<file path="src/rtl/sound_pkg.sv">
// Shared types and the constant segment table for the buzzer effect sequencer.
package sound_pkg;

   typedef enum logic [1:0] {
      SND_NONE = 2'd0,
      SND_JUMP = 2'd1,
      SND_MILE = 2'd2,
      SND_OVER = 2'd3
   } snd_e;

   typedef struct packed {
      logic [19:0] hp;
      logic [8:0]  count;
      logic        is_tone;
   } seg_t;

   localparam int SEG_MAX = 3;

   localparam seg_t SEG_NULL = '{hp: 20'd2, count: 9'd1, is_tone: 1'b0};

   // Rows are indexed by snd_e; the fourth column pads the 2-bit segment index.
   localparam seg_t SEG_TBL [4][4] = '{
      '{SEG_NULL, SEG_NULL, SEG_NULL, SEG_NULL},
      '{'{20'd97276, 9'd38, 1'b1}, SEG_NULL, SEG_NULL, SEG_NULL},
      '{'{20'd97276, 9'd81, 1'b1}, '{20'd65189, 9'd342, 1'b1}, SEG_NULL, SEG_NULL},
      '{'{20'd781250, 9'd5, 1'b1}, '{20'd781250, 9'd4, 1'b0}, '{20'd781250, 9'd10, 1'b1}, SEG_NULL}
   };

   localparam logic [1:0] SEG_CNT [4] = '{2'd0, 2'd1, 2'd2, 2'd3};

   function automatic logic [19:0] eff_hp(input logic [19:0] hp, input int shift);
      logic [19:0] s;
      s = hp >> shift;
      return (s < 20'd2) ? 20'd2 : s;
   endfunction

endpackage

</file>
<file path="src/rtl/tone_gen.sv">
// Square-wave half-period counter: ticks on the last cycle of each half-period
// and toggles phase; restart forces a clean start of a new segment.
module tone_gen (
   input  logic        clk,
   input  logic        rst,
   input  logic [19:0] hp,
   input  logic        restart,
   input  logic        en,
   output logic        phase,
   output logic        tick
);
   logic [19:0] cnt;

   assign tick = en & (cnt == hp - 20'd1);

   always_ff @(posedge clk or negedge rst) begin
      if (!rst) begin
         cnt   <= '0;
         phase <= 1'b0;
      end else if (restart) begin
         cnt   <= '0;
         phase <= 1'b0;
      end else if (en) begin
         if (tick) begin
            cnt   <= '0;
            phase <= ~phase;
         end else begin
            cnt <= cnt + 20'd1;
         end
      end
   end

endmodule

</file>
<file path="src/rtl/sound_sequencer.sv">
// Buzzer effect sequencer: edge-detects game events, arbitrates them by priority
// and walks each effect's tone/rest segment table through one tone generator.
module sound_sequencer
   import sound_pkg::*;
#(
   parameter int HP_SHIFT = 0,
   parameter int HW_W     = 9
) (
   input  logic       clk,
   input  logic       rst,
   input  logic       jumping,
   input  logic       milestone,
   input  logic       over,
   input  logic       mute,
   output logic       buzzer,
   output logic       busy,
   output logic [1:0] cur_snd
);
   logic            jump_q, mile_q, over_q;
   logic            req_j, req_m, req_o;
   snd_e            cur, pending, req_hi, req_2nd;
   logic [1:0]      seg_idx;
   logic [HW_W-1:0] wave_cnt, last_wave;
   logic [19:0]     seg_hp;
   logic [8:0]      seg_count;
   logic            phase, tick;

   snd_e            cur_n, pend_n;
   logic [1:0]      seg_n;
   logic [HW_W-1:0] wave_n;
   logic            busy_n, restart, tone_n;

   assign req_j     = jumping & ~jump_q;
   assign req_m     = milestone & ~mile_q;
   assign req_o     = over & ~over_q;
   assign seg_hp    = eff_hp(SEG_TBL[cur][seg_idx].hp, HP_SHIFT);
   assign seg_count = SEG_TBL[cur][seg_idx].count;
   assign last_wave = HW_W'(seg_count - 9'd1);
   assign tone_n    = SEG_TBL[cur_n][seg_n].is_tone;
   assign cur_snd   = cur;

   always_comb begin
      req_hi  = SND_NONE;
      req_2nd = SND_NONE;
      if (req_o) begin
         req_hi  = SND_OVER;
         req_2nd = req_m ? SND_MILE : (req_j ? SND_JUMP : SND_NONE);
      end else if (req_m) begin
         req_hi  = SND_MILE;
         req_2nd = req_j ? SND_JUMP : SND_NONE;
      end else if (req_j) begin
         req_hi = SND_JUMP;
      end
   end

   // Segment bookkeeping first, so a same-cycle request is arbitrated against
   // whatever effect is about to be playing.
   always_comb begin
      cur_n   = cur;
      pend_n  = pending;
      seg_n   = seg_idx;
      wave_n  = wave_cnt;
      busy_n  = busy;
      restart = 1'b0;
      if (busy && tick) begin
         if (wave_cnt == last_wave) begin
            wave_n = '0;
            if (seg_idx + 2'd1 < SEG_CNT[cur]) begin
               seg_n   = seg_idx + 2'd1;
               restart = 1'b1;
            end else if (pending != SND_NONE) begin
               cur_n   = pending;
               pend_n  = SND_NONE;
               seg_n   = 2'd0;
               restart = 1'b1;
            end else begin
               cur_n  = SND_NONE;
               seg_n  = 2'd0;
               busy_n = 1'b0;
            end
         end else begin
            wave_n = wave_cnt + HW_W'(1);
         end
      end
      if (req_hi != SND_NONE) begin
         if (req_hi >= cur_n) begin
            if (cur_n == SND_NONE) pend_n = req_2nd;
            if (req_hi == SND_OVER) pend_n = SND_NONE;
            cur_n   = req_hi;
            seg_n   = 2'd0;
            wave_n  = '0;
            busy_n  = 1'b1;
            restart = 1'b1;
         end else if (req_hi > pend_n) begin
            pend_n = req_hi;
         end
      end
   end

   always_ff @(posedge clk or negedge rst) begin
      if (!rst) begin
         jump_q   <= 1'b0;
         mile_q   <= 1'b0;
         over_q   <= 1'b0;
         cur      <= SND_NONE;
         pending  <= SND_NONE;
         seg_idx  <= 2'd0;
         wave_cnt <= '0;
         busy     <= 1'b0;
         buzzer   <= 1'b0;
      end else begin
         jump_q   <= jumping;
         mile_q   <= milestone;
         over_q   <= over;
         cur      <= cur_n;
         pending  <= pend_n;
         seg_idx  <= seg_n;
         wave_cnt <= wave_n;
         busy     <= busy_n;
         // Registered from the next phase so the pin lines up with the segment.
         buzzer   <= ~restart & (phase ^ tick) & tone_n & busy_n & ~mute;
      end
   end

   tone_gen u_tone (
      .clk     (clk),
      .rst     (rst),
      .hp      (seg_hp),
      .restart (restart),
      .en      (busy),
      .phase   (phase),
      .tick    (tick)
   );

endmodule

</file>
<file path="config.mk">
export PLATFORM = sky130hd
export DESIGN_NAME = sound_sequencer
export DESIGN_NICKNAME = d
export VERILOG_FILES = /design/src/rtl/sound_pkg.sv /design/src/rtl/tone_gen.sv /design/src/rtl/sound_sequencer.sv
export SDC_FILE = /design/constraint.sdc
export NUM_CORES = 1
export LEC_CHECK = 0
export BUFFER_PORTS_ARGS = -buffer_cell sky130_fd_sc_hd__buf_2
export CAP_MARGIN = 20
export CORE_MARGIN = 2
export CORE_UTILIZATION = 35
export CTS_CLUSTER_DIAMETER = 50
export DETAILED_ROUTE_END_ITERATION = 10
export GPL_TIMING_DRIVEN = 0
export MAX_ROUTING_LAYER = met4
export SKIP_LAST_GASP = 1
export SLEW_MARGIN = 10
export SYNTH_ARGS = -nofsm -noshare
export SYNTH_HDL_FRONTEND = slang
export SYNTH_SLANG_ARGS = --single-unit
</file>
<file path="constraint.sdc">
create_clock -name clk -period 10.84 [get_ports clk]
set_clock_uncertainty 0.1 [all_clocks]
set_input_delay 2.168 -clock clk [delete_from_list [all_inputs] [get_ports clk]]
set_output_delay 2.168 -clock clk [all_outputs]
set_load 0.02 [all_outputs]
</file>
==> results by group <==
Run status
  – Result of the run: finished clean

Clock network
  – Number of buffers on the longest clock path: 2
  – Hold-fix buffer count after cts: 0
  – Post-CTS Resized: 0
  – Clock-pin slew on the worst setup and hold paths: 0.08 ns
  – Post-CTS setup repair buffer count: 0
  – Clock insertion delay at the later pin of the skew report: 0.29 ns
  – Total clock buffers created by CTS: 5
  – H-tree levels: 2
  – Clk sink count: 41
  – Cell chosen for the clock root: sky130_fd_sc_hd__clkbuf_8
  – TritonCTS clock tree: done

Yosys
  – EDFF count, synth: 0
  – Number of warnings printed during yosys synthesis: 0
  – Sequential area share after synthesis: 0.307
  – Prevailing post-synth register cell: sky130_fd_sc_hd__dfrtp_1
  – Fraction of synthesized cell area taken by the top area cell type: 0.307
  – Post-Synthesis Net Count: 412
  – Netlist Area Pre-Place: 3340 um^2
  – Average cell area after synthesis: 8.53 um^2
  – Post-synthesis register bit count: 41
  – Leading cell types by total area after synthesis: sky130_fd_sc_hd__dfrtp_1 (31%), sky130_fd_sc_hd__xor2_1 (6.0%), sky130_fd_sc_hd__ha_1 (5.2%)
  – Library cells used by synthesis: 69
  – Yosys top cell by area: sky130_fd_sc_hd__dfrtp_1
  – Synthesized netlist cell count: 392
  – Share of async-settable or async-resettable flops after synthesis: 1.00

Detailed routing
  – Met1 wire length: 4070 um
  – Routed wire length on met3: 262 um
  – Vias per inst: 5.58
  – Total DRC errors in the routed layout: 0
  – Highest routed layer: met4
  – TritonRoute pass-1 iters: 5
  – Wire per inst: 15.6 um
  – Antenna violation net count after detailed routing: 0
  – Wire length on met2: 4000 um
  – Number of DRC markers after the initial detailed-route iteration: 242
  – Count of vias placed by the detailed router: 3002
  – Final WL: 8420 um

Power and ir drop
  – Pwr/cell area: 105 nW/um^2
  – IR drop worst, VDD: 0.0766 mV
  – Leakage power of the design: 1.51 nW

Min path
  – Beginning of the worst hold path: u_tone.phase
  – Kind of path behind the tightest hold check: flip-flop to flip-flop
  – Hold path cells: 2
  – Capture endpoint of the worst hold path: u_tone.phase

Timing
  – Finish-stage setup viols: 0
  – Number of max-slew violations in the final report: 0
  – Remaining max-slew budget at the tightest pin: 0.365
  – Min setup slack post-route: 4.33 ns
  – Sum of negative setup slack: 0 ns
  – Unrepaired setup endpoints after global routing: false
  – Post-route clock period utilization: 0.601
  – Minimum clock period after layout: 6.51 ns
  – Worst slack on hold paths: 0.465 ns
  – Hold violation total from the final report: 0
  – Maximum frequency from static timing analysis: 0.154 GHz
  – Worst-margin pin slew: 0.926 ns

Floorplanning
  – Horizontal die dimension: 102 um
  – Core outline area: 9240 um^2
  – Starting density of the core: 0.362
  – Vertical die dimension: 102 um
  – Total Die Area: 10300 um^2
  – FP Rows: 35
  – Top Ports: 10

Layout
  – Final core area utilization: 0.393
  – Storage element area: 1030 um^2
  – Area of the multi-input gates: 2150 um^2
  – Synthesis-to-finish area growth: 8.57%
  – Final antenna diode count: 0
  – Commonest non-fill, non-tap cells in the layout: sky130_fd_sc_hd__nor2_1 (43), sky130_fd_sc_hd__dfrtp_1 (41), sky130_fd_sc_hd__nand2_1 (33), sky130_fd_sc_hd__xor2_1 (23), sky130_fd_sc_hd__nand3_1 (20)
  – Number of nets in the layout: 428
  – Most common cell after layout, fill and taps aside: sky130_fd_sc_hd__nor2_1
  – Filler cells: 961
  – Share of cells above drive strength 1: 0.115

Global route
  – Grt total ovfl: 0
  – Global-route wire length before repair: 14300 um
  – Number of global-route vias before repair: 2936
  – Pin count of the biggest net entering global routing: 42
  – Gr usage total: 0.177
  – Initial antenna violation count: 0

Setup path
  – Worst setup path class: flip-flop to flip-flop
  – Biggest cell delay along the critical path: 0.74 ns
  – Peak fanout along the critical path: 10
  – Critical path's slowest cell: sky130_fd_sc_hd__mux2i_1
  – Worst endpoint data arrival time: 6.59 ns
  – CP delay by family, top: simple AND/OR/NAND/NOR gates
  – Nature of the critical path endpoint: flip-flop
  – Worst reg-to-reg path cell count: 21
  – Req. time, crit path: 10.92 ns
  – Kind of launch point of the worst setup path: flip-flop
  – Destination of the worst register-to-register timing path: buzzer
  – Register-to-register setup slack: 4.33 ns
  – Series of cell instances along the critical path: buf_2 > inv_1 > ha_1 > mux2i_1 > nor2_1 > ha_1 > clkbuf_1 > a21boi_2 > a2111oi_2 > nor4b_1 > nor4_1 > and4b_1 > buf_6 > o21ai_0 > ha_1 > nand2b_1 > a21oi_1 > nor2_1 > mux2i_1 > nand2_1 > nor4_1
  – Most numerous cell on the critical path: sky130_fd_sc_hd__ha_1
  – Total buffers and inverters traversed by the critical path: 4
  – RR Startpoint: cur_snd[1]

Placement
  – Count of buffers from port buffering: 9
  – HPWL after DPL: 6290 um
  – Worst setup slack before clock tree synthesis: 4.44 ns
  – Final RePlAce weighted congestion: 0.818

Flow run
  – Reported max-cap violation count: 0
area by class of cell:
type,instances,area share
Clock buffer,8,0.0221
Buffer,18,0.0307
Sequential cell,41,0.283
Inverter,14,0.0145
Tap cell,129,0.0445
Multi-Input combinational cell,319,0.593
Timing Repair Buffer,9,0.0124
cell families after synthesis:
kind of cell	synth area share
fa+ha+maj	0.0524
flops	0.307
simple gates	0.282
buf+inv	0.0490
mux	0.0449
xor+xnor	0.0839
compound gates	0.181
flip-flops by register name, indices dropped and copies added, names as in the netlist:
register	flops
wave_cnt	9
u_tone.cnt	20
u_tone.phase	1
over_q	1
cur_snd	2
pending	2
mile_q	1
jump_q	1
busy	1
seg_idx	2
buzzer	1
worst reg2reg max path, cell delays in order, from the launching register on:
cell	delay (ns)
sky130_fd_sc_hd__dfrtp_1	0.44
sky130_fd_sc_hd__buf_2	0.27
sky130_fd_sc_hd__inv_1	0.11
sky130_fd_sc_hd__ha_1	0.39
sky130_fd_sc_hd__mux2i_1	0.12
sky130_fd_sc_hd__nor2_1	0.22
sky130_fd_sc_hd__ha_1	0.19
sky130_fd_sc_hd__clkbuf_1	0.28
sky130_fd_sc_hd__a21boi_2	0.36
sky130_fd_sc_hd__a2111oi_2	0.12
sky130_fd_sc_hd__nor4b_1	0.49
sky130_fd_sc_hd__nor4_1	0.17
sky130_fd_sc_hd__and4b_1	0.26
sky130_fd_sc_hd__buf_6	0.14
sky130_fd_sc_hd__o21ai_0	0.40
sky130_fd_sc_hd__ha_1	0.33
sky130_fd_sc_hd__nand2b_1	0.22
sky130_fd_sc_hd__a21oi_1	0.25
sky130_fd_sc_hd__nor2_1	0.08
sky130_fd_sc_hd__mux2i_1	0.74
sky130_fd_sc_hd__nand2_1	0.34
sky130_fd_sc_hd__nor4_1	0.38
synth_stat cells, types with 8 or more instances:
cell,n
sky130_fd_sc_hd__nand4_1,8
sky130_fd_sc_hd__nor4_1,8
sky130_fd_sc_hd__nor2_1,43
sky130_fd_sc_hd__xor2_1,23
sky130_fd_sc_hd__a21oi_1,17
sky130_fd_sc_hd__ha_1,14
sky130_fd_sc_hd__nand3_1,20
sky130_fd_sc_hd__o21ai_0,13
sky130_fd_sc_hd__inv_1,14
sky130_fd_sc_hd__mux2i_1,9
sky130_fd_sc_hd__buf_2,8
sky130_fd_sc_hd__nor3_1,9
sky130_fd_sc_hd__dfrtp_1,41
sky130_fd_sc_hd__and3_1,10
sky130_fd_sc_hd__xnor2_1,9
sky130_fd_sc_hd__nor2b_1,8
sky130_fd_sc_hd__nand2_1,33
metrics by stage:
| step | cell area, um^2 | instances | power (mW) |
|---|---|---|---|
| after global routing | 3630 | 538 | 0.403 |
| after floorplan | 3340 | 392 | 0.253 |
| after detailed placement | 3550 | 530 | 0.283 |
| after CTS | 3630 | 538 | 0.381 |
| final | 3630 | 538 | 0.380 |
| after global placement | 3550 | 530 | 0.280 |
per-layer routing:
metal | global-route usage | vias up
met3 | 0.0193 | 8
met5 | - | -
met1 | 0.237 | 1455
li1 | - | 1468
met4 | 0.0478 | 0
met2 | 0.283 | 71
worst max path at each step:
stage                     from  endpoint  slack, ns  cells after the start
floorplan           cur_snd[0]    buzzer       5.56                     23
global placement    cur_snd[1]    buzzer       4.47                     21
detailed placement  cur_snd[1]    buzzer       4.44                     21
CTS                 cur_snd[1]    buzzer       4.41                     21
global route        cur_snd[1]    buzzer       3.68                     22
finish              cur_snd[1]    buzzer       4.33                     21
power breakdown:
| part | switching (mW) | internal [mW] | total (mW) |
|---|---|---|---|
| logic | 0.0669 | 0.0395 | 0.106 |
| registers | 0.0132 | 0.161 | 0.175 |
| clock network | 0.0529 | 0.0459 | 0.0987 |
| total | 0.133 | 0.247 | 0.380 |
No activity file was read; power rests on OpenSTA's default activity.
